[src/rtl/transpose_pkg.sv]
// Shared types and helpers for the streaming matrix transpose controller.
package transpose_pkg;

   // Default geometry of the block.
   localparam int unsigned DEF_M          = 16;
   localparam int unsigned DEF_N          = 16;
   localparam int unsigned DEF_DATA_WIDTH = 8;

   // Two-phase operation: fill the buffer, then empty it column by column.
   typedef enum logic {
      LOAD  = 1'b0,
      DRAIN = 1'b1
   } state_e;

   // Counter width for a modulus of v; never narrower than one bit.
   function automatic int unsigned clog2_min1(input int unsigned v);
      return (v <= 1) ? 1 : $clog2(v);
   endfunction

   // LSB position of element idx inside a packed row of w-bit elements.
   function automatic int unsigned elem_lsb(input int unsigned idx, input int unsigned w);
      return idx * w;
   endfunction

endpackage

[src/rtl/transpose_stream_ctrl_if.sv]
// Row-serial input and output streams of the transpose controller.
// TRANSPOSE_LAST_CHECK_EN adds the in_last framing bit to the input stream.
interface transpose_stream_ctrl_if #(
   parameter int unsigned M          = 16,
   parameter int unsigned N          = 16,
   parameter int unsigned DATA_WIDTH = 8
) ();

   logic                    in_valid;
   logic                    in_ready;
   logic [N*DATA_WIDTH-1:0] in_row;
`ifdef TRANSPOSE_LAST_CHECK_EN
   logic                    in_last;
`endif
   logic                    out_valid;
   logic                    out_ready;
   logic [M*DATA_WIDTH-1:0] out_row;
   logic                    out_last;

   // Environment side: produces input rows, consumes output rows.
   modport master (
      output in_valid, in_row,
`ifdef TRANSPOSE_LAST_CHECK_EN
      output in_last,
`endif
      input  in_ready,
      input  out_valid, out_row, out_last,
      output out_ready
   );

   // Controller side.
   modport slave (
      input  in_valid, in_row,
`ifdef TRANSPOSE_LAST_CHECK_EN
      input  in_last,
`endif
      output in_ready,
      output out_valid, out_row, out_last,
      input  out_ready
   );

endinterface

[src/rtl/transpose_col_mux.sv]
// Selects column col of the row buffer and packs it as one output row.
module transpose_col_mux
   import transpose_pkg::*;
#(
   parameter int unsigned M          = DEF_M,
   parameter int unsigned N          = DEF_N,
   parameter int unsigned DATA_WIDTH = DEF_DATA_WIDTH
) (
   input  logic [M-1:0][N*DATA_WIDTH-1:0] rows,
   input  logic [clog2_min1(N)-1:0]       col,
   output logic [M*DATA_WIDTH-1:0]        out_row
);

   localparam int unsigned CW = clog2_min1(N);

   for (genvar i = 0; i < M; i++) begin : g_row
      logic [DATA_WIDTH-1:0] elem;

      // Element i of the output row is A[i][col].
      always_comb begin
         elem = '0;
         for (int unsigned j = 0; j < N; j++) begin
            if (col == CW'(j)) begin
               elem = rows[i][elem_lsb(j, DATA_WIDTH) +: DATA_WIDTH];
            end
         end
      end

      assign out_row[i*DATA_WIDTH +: DATA_WIDTH] = elem;
   end

endmodule

[src/rtl/transpose_stream_ctrl.sv]
// Streaming full-matrix transpose: load M rows of N elements, then emit the
// N columns as rows of M elements. Load and drain never overlap.
// Optional macro TRANSPOSE_LAST_CHECK_EN adds in_last framing check and sticky err.
module transpose_stream_ctrl
   import transpose_pkg::*;
#(
   parameter int unsigned M          = DEF_M,
   parameter int unsigned N          = DEF_N,
   parameter int unsigned DATA_WIDTH = DEF_DATA_WIDTH
) (
   input  logic                  clk,
   input  logic                  rst_n,
   input  logic                  clr,
   transpose_stream_ctrl_if.slave bus,
`ifdef TRANSPOSE_LAST_CHECK_EN
   output logic                  err,
`endif
   output logic                  busy
);

   localparam int unsigned RW = clog2_min1(M);
   localparam int unsigned CW = clog2_min1(N);
   localparam int unsigned RL = N*DATA_WIDTH;

   state_e                state_q, state_d;
   logic [RW-1:0]         row_q, row_d;
   logic [CW-1:0]         col_q, col_d;
   logic [M-1:0][RL-1:0]  row_buf_q;
   logic                  in_ready;
   logic                  out_valid;
   logic                  in_hs;
   logic                  out_hs;
   logic                  ld_en;
   logic                  row_at_last;
   logic                  col_at_last;

   assign row_at_last = (row_q == RW'(M-1));
   assign col_at_last = (col_q == CW'(N-1));

   // Ready/valid are pure decodes of registered state; clr masks acceptance.
   assign in_ready  = (state_q == LOAD) & ~clr;
   assign out_valid = (state_q == DRAIN);
   assign in_hs     = bus.in_valid & in_ready;
   assign out_hs    = out_valid & bus.out_ready & ~clr;

   assign bus.in_ready  = in_ready;
   assign bus.out_valid = out_valid;
   assign bus.out_last  = out_valid & col_at_last;
   assign busy          = (state_q != LOAD) | (row_q != '0);

   // State and counter registers.
   always_ff @(posedge clk or negedge rst_n) begin
      if (!rst_n) begin
         state_q <= LOAD;
         row_q   <= '0;
         col_q   <= '0;
      end else begin
         state_q <= state_d;
         row_q   <= row_d;
         col_q   <= col_d;
      end
   end

   // Next-state and counter update; clr overrides any handshake.
   always_comb begin
      state_d = state_q;
      row_d   = row_q;
      col_d   = col_q;
      ld_en   = 1'b0;
      if (clr) begin
         state_d = LOAD;
         row_d   = '0;
         col_d   = '0;
      end else begin
         unique case (state_q)
            LOAD: begin
               if (in_hs) begin
                  ld_en = 1'b1;
                  if (row_at_last) begin
                     row_d   = '0;
                     col_d   = '0;
                     state_d = DRAIN;
                  end else begin
                     row_d = row_q + RW'(1);
                  end
               end
            end
            DRAIN: begin
               if (out_hs) begin
                  if (col_at_last) begin
                     col_d   = '0;
                     state_d = LOAD;
                  end else begin
                     col_d = col_q + CW'(1);
                  end
               end
            end
            default: state_d = LOAD;
         endcase
      end
   end

   // Row buffer: captures the accepted input row at slot row_q.
   always_ff @(posedge clk or negedge rst_n) begin
      if (!rst_n) begin
         row_buf_q <= '0;
      end else begin
         for (int unsigned r = 0; r < M; r++) begin
            if (ld_en && (row_q == RW'(r))) begin
               row_buf_q[r] <= bus.in_row;
            end
         end
      end
   end

   transpose_col_mux #(
      .M          (M),
      .N          (N),
      .DATA_WIDTH (DATA_WIDTH)
   ) u_col_mux (
      .rows    (row_buf_q),
      .col     (col_q),
      .out_row (bus.out_row)
   );

`ifdef TRANSPOSE_LAST_CHECK_EN
   // Sticky framing error: in_last must mark exactly the final input row.
   always_ff @(posedge clk or negedge rst_n) begin
      if (!rst_n) begin
         err <= 1'b0;
      end else if (clr) begin
         err <= 1'b0;
      end else if (in_hs && (bus.in_last != row_at_last)) begin
         err <= 1'b1;
      end
   end
`endif

endmodule
[src/flat_wrapper.sv]
// flat-port wrapper written by rule: the top's interface ports become plain ports
module transpose_stream_ctrl_flat import transpose_pkg::*;
#(
   parameter int unsigned M          = DEF_M,
   parameter int unsigned N          = DEF_N,
   parameter int unsigned DATA_WIDTH = DEF_DATA_WIDTH
)
  (clk, rst_n, clr, busy, bus_in_valid, bus_in_row, bus_in_ready, bus_out_valid, bus_out_row, bus_out_last, bus_out_ready);
  transpose_stream_ctrl_if #(.M(M), .N(N), .DATA_WIDTH(DATA_WIDTH)) bus_i ();
  input  logic clk;
  input  logic rst_n;
  input  logic clr;
  output logic busy;
  input wire logic [$bits(bus_i.in_valid)-1:0] bus_in_valid;
  input wire logic [$bits(bus_i.in_row)-1:0] bus_in_row;
  output wire logic [$bits(bus_i.in_ready)-1:0] bus_in_ready;
  output wire logic [$bits(bus_i.out_valid)-1:0] bus_out_valid;
  output wire logic [$bits(bus_i.out_row)-1:0] bus_out_row;
  output wire logic [$bits(bus_i.out_last)-1:0] bus_out_last;
  input wire logic [$bits(bus_i.out_ready)-1:0] bus_out_ready;
  assign bus_i.in_valid = bus_in_valid;
  assign bus_i.in_row = bus_in_row;
  assign bus_in_ready = bus_i.in_ready;
  assign bus_out_valid = bus_i.out_valid;
  assign bus_out_row = bus_i.out_row;
  assign bus_out_last = bus_i.out_last;
  assign bus_i.out_ready = bus_out_ready;
  transpose_stream_ctrl #(.M(M), .N(N), .DATA_WIDTH(DATA_WIDTH)) u_core (.clk(clk), .rst_n(rst_n), .clr(clr), .bus(bus_i), .busy(busy));
endmodule
[config.mk]
export PLATFORM = sky130hd
export DESIGN_NAME = transpose_stream_ctrl_flat
export DESIGN_NICKNAME = d
export VERILOG_FILES = /design/src/rtl/transpose_pkg.sv /design/src/rtl/transpose_stream_ctrl_if.sv /design/src/rtl/transpose_col_mux.sv /design/src/rtl/transpose_stream_ctrl.sv /design/src/flat_wrapper.sv
export SDC_FILE = /design/constraint.sdc
export NUM_CORES = 2
export LEC_CHECK = 0
export BUFFER_PORTS_ARGS = -buffer_cell sky130_fd_sc_hd__buf_2
export CORE_ASPECT_RATIO = 1.4
export CORE_MARGIN = 2
export CORE_UTILIZATION = 41
export DETAILED_ROUTE_END_ITERATION = 10
export MAX_ROUTING_LAYER = met4
export PLACE_DENSITY = 0.56
export REMOVE_ABC_BUFFERS = 1
export SETUP_SLACK_MARGIN = 0.02
export SLEW_MARGIN = 20
export SYNTH_ARGS = -nofsm -noshare
export SYNTH_HDL_FRONTEND = slang
export SYNTH_SLANG_ARGS = --single-unit
[constraint.sdc]
create_clock -name clk -period 6.9 [get_ports clk]
set_input_delay 2.07 -clock clk [delete_from_list [all_inputs] [get_ports clk]]
set_output_delay 2.07 -clock clk [all_outputs]
set_load 0.02 [all_outputs]
== Yosys cells after proc, flatten, opt, wreduce, memory -nomap -nowiden ==
Cells that the tools add are included.
Storage, ports and cells
  register bits after elaboration: 2057
  latch bits: 0
  RAM bits: 0
  bits in read-only memories: 0
  bits of input ports: 133
  logic and storage cells: 360
  memories: 0
Cells by class
  add/subtract/negate cells: 2
  multipliers: 0
  divide/modulo/power cells: 0
  order comparisons: 0
  eq/ne operators: 34
  shifts and indexed selects: 0
  muxes and demuxes: 275
  bitwise operators: 8
  reduce and logical (&&, ||, !) cells: 22
Operators with widths (count)
  $mux W8: 256
  $eq A4 B4 Y1 const B: 16
  $mux W4: 9
  $eq A4 B3 Y1 const B: 8
  $eq A4 B2 Y1 const B: 4
  $logic_and A1 B1 Y1: 16
  $add A4 B1 Y4 const B: 2
  $eq A4 B1 Y1 const B: 2
  $logic_not A4 Y1: 2
  $mux W1: 8
  $pmux W4 S2: 1
  $ne A3 B2 Y1 const B: 2
  $and A1 B1 Y1: 5
  $reduce_bool A4 Y1: 1
  $ne A3 B3 Y1 const B: 1
  $reduce_and A3 Y1: 1
  $ne A2 B2 Y1 const B: 1
  $not A1 Y1: 2
  $pmux W1 S2: 1
  $reduce_and A2 Y1: 1
  $reduce_bool A2 Y1: 1
  $or A1 B1 Y1: 1

== Longest topological paths before layout ==
  depth in word-level cells: 17
  mapped depth: 11
  gate-level depth less buffers: 7

== Cells and area by module ==
From an unflattened synthesis, not the netlist that was laid out.
Second synthesis, totals
  cell total of the unflattened synthesis: 7550
  area, all modules: 96563.9 um^2
Modules (own cells, without submodules)
  transpose_stream_ctrl: times used 1, cells each 4538, area an instance 77893.5 um^2, seq. area each 51474.4 um^2
  transpose_col_mux: times used 1, cells each 3012, area an instance 18670.4 um^2, seq. area each 0.0 um^2

== Worst setup path after synthesis ==
Ideal clock, no wire load.
  path kind: in2out
  start: input port clr
  end: output port bus_in_ready
  arrival: 2239 ps
  data required time: 4830 ps
  path slack: 2591 ps
  stages: 1
  path buffers: 0
  cells stage by stage: nor2_4
Between the ends
  longest elaborated chain between the ends: 2
RTL lines
  start: declaration: line flat_wrapper.sv:12  | input logic clr;
  $not A1 Y1: line transpose_stream_ctrl.sv:41  | assign in_ready = (state_q == LOAD) & ~clr;
  $and A1 B1 Y1: line transpose_stream_ctrl.sv:41
  end: declaration: line flat_wrapper.sv:16  | output wire logic [$bits(bus_i.in_ready)-1:0] bus_in_ready;
No other way between the ends.

== Worst setup path in the final report ==
  start: register u_core.col_q[0]
  end: output port bus_out_row[43]
Between the ends
  longest elaborated chain between the ends: 17
  elaborated cells on any way between the ends: 32
  classes of those cells: eq/ne (15); mux (16); reduce/logical (1)
RTL lines
  start: declaration: line transpose_stream_ctrl.sv:27  | logic [CW-1:0] col_q, col_d;
  start signal: assignment: line transpose_stream_ctrl.sv:60  | col_q <= col_d;
  $logic_not A4 Y1: line transpose_col_mux.sv:23  | if (col == CW'(j)) begin
  $mux W8 (15 in a row): line transpose_col_mux.sv:23
  $mux W8 *: line transpose_col_mux.sv:23
  end: declaration: line flat_wrapper.sv:18  | output wire logic [$bits(bus_i.out_row)-1:0] bus_out_row;
Mark *: on every way between the ends. The rest lies on a longest branch, timed or not.

==> run summary <==
status -> finished, final reports clean
#FFs+latches synth -> 2057
Post-Synth Adder-Cell Area -> 0.00104
Max rail drop VDD -> 0.175 mV
1st-pass router iterations -> 5
hold buffers post-CTS -> 0
port buffer count -> 264
Crit Path Category -> reg2out
library cells used by synthesis -> 51
core footprint -> 234000 µm²
vias in the first global route -> 69200
register area share after synthesis -> 0.534
area fraction of the dominant cell type after synthesis -> 0.534
main combinational cell family by area after synthesis -> multiplexers
placed insts -> 10600
WL per Instance -> 28.3 µm
CTS tree -> yes
CP arrival -> 4.64 ns
Post-Synthesis Cells -> 7961
Tmin final -> 6.71 ns
layout cell share with drive strength beyond 1 -> 0.363
io pins -> 265
Clk Latency, worst-skew pair -> 0.84 ns
Max-Cap Viols -> 0
RSZ-0062 raised after global routing -> no
Final Cycle Share -> 0.973
measured slew at the worst slew-check pin -> 1.19 ns
Clock Sink Count -> 2057
Net Sw Frac -> 0.235
# DRC -> 0
worst min path class -> reg2reg
most common library cell in the layout ignoring fill and taps -> dfrtp_1
vias post-DR -> 67300
Inserted Clock Buffers -> 204
pwr/cell area -> 249 nW/µm²
Layout Nets -> 7893
RD Place Congestion -> 0.819
minimum hold slack -> 0.494 ns
GRT Util Overall -> 0.264
Post-CTS Setup Inserts -> 0
Synth Area in Compound Gates -> 0.144
critical path fanouts, max -> 46
Root Driver -> clkbuf_16
Slew Viols, Final -> 0
setup violators final -> 0
Storage cell area -> 51500 µm²
fillers -> 21400
critical path required time -> 4.83 ns
final core occ -> 0.454
Int Pwr -> 20.2 mW
Post-CTS Resized -> 0
DPL Wire Length -> 175 mm
Psw -> 6.21 mW
first-pass GRT wire length -> 463 mm
f_max -> 149 MHz
via/cell ratio -> 6.11
FP Rows -> 210
type of origin of the critical path -> flip-flop
CP Capture Type -> output port
Area contributors post-synth -> dfrtp_1, mux2_2, a21oi_1, nor2_1, o22ai_1
Worst-path clk slew -> 0.06 ns
Initial Utilization -> 0.412
multi-input logic area -> 40600 µm²
WL final -> 312 mm
Post-synth EDFFs -> 0
die height -> 578 µm
Post-Synth XOR/XNOR Area -> 0.0000908
Fin Clk Skew -> 0.0244 ns
Gate power share -> 0.070
asr flop ratio synth -> 1.00
relative slew slack -> 0.207
Reg power frac -> 0.503
Post-Syn Area -> 96400 µm²
final std cells w/o fill -> 11000
Die ar. -> 239000 µm²
Leakage Power -> 51.1 nW
Synth area leader -> dfrtp_1
Iter 0 DRT Violations -> 5199
multiplexer share of the synthesized area -> 0.238
Post-synth top flop -> dfrtp_1
Post-DRT Antenna Nets -> 0
most frequent cells in the layout -> dfrtp_1, mux2_2, nor2_1
largest net degree at the start of global routing -> 173
clk buf depth -> 4
YS warnings -> 0
post-synthesis area per instance -> 12.1 µm²
Clock Power Share -> 0.427
H-tree depth -> 4
grt ovf -> 0
post-synthesis simple-gate area fraction -> 0.0341
initial antenna violation count -> 43
Hold Violations, Final -> 0
Die X -> 414 µm
P&R area growth vs syn -> 10.1%
-- cell type report --
type,count,area share
Antenna cell,27,0.000637
Clock buffer,316,0.0589
Clock inverter,45,0.00409
Inverter,136,0.00488
Multi-Input combinational cell,4959,0.382
Sequential cell,2057,0.485
Tap cell,3074,0.0362
Timing Repair Buffer,394,0.0282
-- per-layer routing --
layer  vias up  track usage  share of wire
li1      28700            -              -
met1     35900        0.338           0.43
met2      2108        0.433           0.49
met3       584       0.0363          0.054
met4         0       0.0824          0.032
met5         -            -              0
-- critical path: stages (launching register included) --
cell	delay (ns)
dfrtp_1	0.46
inv_1	0.23
ha_4	0.64
nor2b_4	0.35
buf_12	0.35
a221oi_1	0.14
o311ai_0	0.97
a31o_1	0.39
buf_2	0.22
-- cells by family after synthesis --
group | after synthesis
xor gates and xnor gates | 1
buffers and inverters | 945
adders and majority gates | 8
and+or+nand+nor | 843
DFF | 2057
AOI/OAI and AO/OA | 2067
muxes | 2040
-- per-stage QoR --
step           worst slack, ns  power [mW]  setup TNS [ns]  area (µm²)
4_1_cts                  0.315        26.6               0      106000
5_1_grt                  0.155        27.3               0      106000
2_1_floorplan           -10.86        14.4        -1369.77       92200
6_report                 0.189        26.4               0      106000
3_5_place_dp              1.23        15.3               0       99300
3_3_place_gp              1.15        15.2               0       99300
-- synthesized netlist by cell type (all sizes together) (3+ instances only) --
| library cell | count |
|---|---|
| clkbuf | 424 |
| nand2 | 159 |
| o32ai | 3 |
| o21ai | 137 |
| dfrtp | 2057 |
| o311ai | 127 |
| a21oi | 645 |
| nand2b | 4 |
| inv | 135 |
| nor3b | 3 |
| mux2 | 2040 |
| nor3 | 7 |
| a22oi | 128 |
| o21bai | 128 |
| a31o | 127 |
| nor2b | 3 |
| o2bb2ai | 127 |
| a221oi | 129 |
| nand3 | 4 |
| buf | 385 |
| nor2 | 651 |
| and3 | 3 |
| a211o | 128 |
| o22ai | 382 |
| ha | 8 |
-- sequential cells by signal, indices dropped and copies added (netlist names) --
name	cells
u_core.bus.out_valid	1
u_core.col_q	4
u_core.row_q	4
u_core.row_buf_q	2048
-- path summary, 6_finish.rpt --
kind / from / endpoint / slack (ns) / cells after the start
min reg2reg: u_core.row_buf_q[1270] / u_core.row_buf_q[1270] / 0.49 / 1
max reg2reg: u_core.bus.out_valid / u_core.row_buf_q[948] / 3.41 / 6
min in group asynchronous: rst_n / u_core.row_buf_q[1447] / 1.20 / 1
max in group asynchronous: rst_n / u_core.row_buf_q[1221] / 4.04 / 2
max: u_core.col_q[0] / bus_out_row[43] / 0.19 / 8
min: u_core.row_buf_q[1270] / u_core.row_buf_q[1270] / 0.49 / 1
-- power by group through the flow --
stage / sequential, mW / combinational [mW] / clock, mW
after CTS: 13.2 / 1.88 / 11.5
after floorplan: 13.4 / 1.04 / 0
final: 13.3 / 1.85 / 11.3
after global routing: 13.3 / 2.02 / 12.0
after global placement: 13.4 / 1.81 / 0
after detailed placement: 13.5 / 1.87 / 0
No activity file was read; power rests on OpenSTA's default activity.
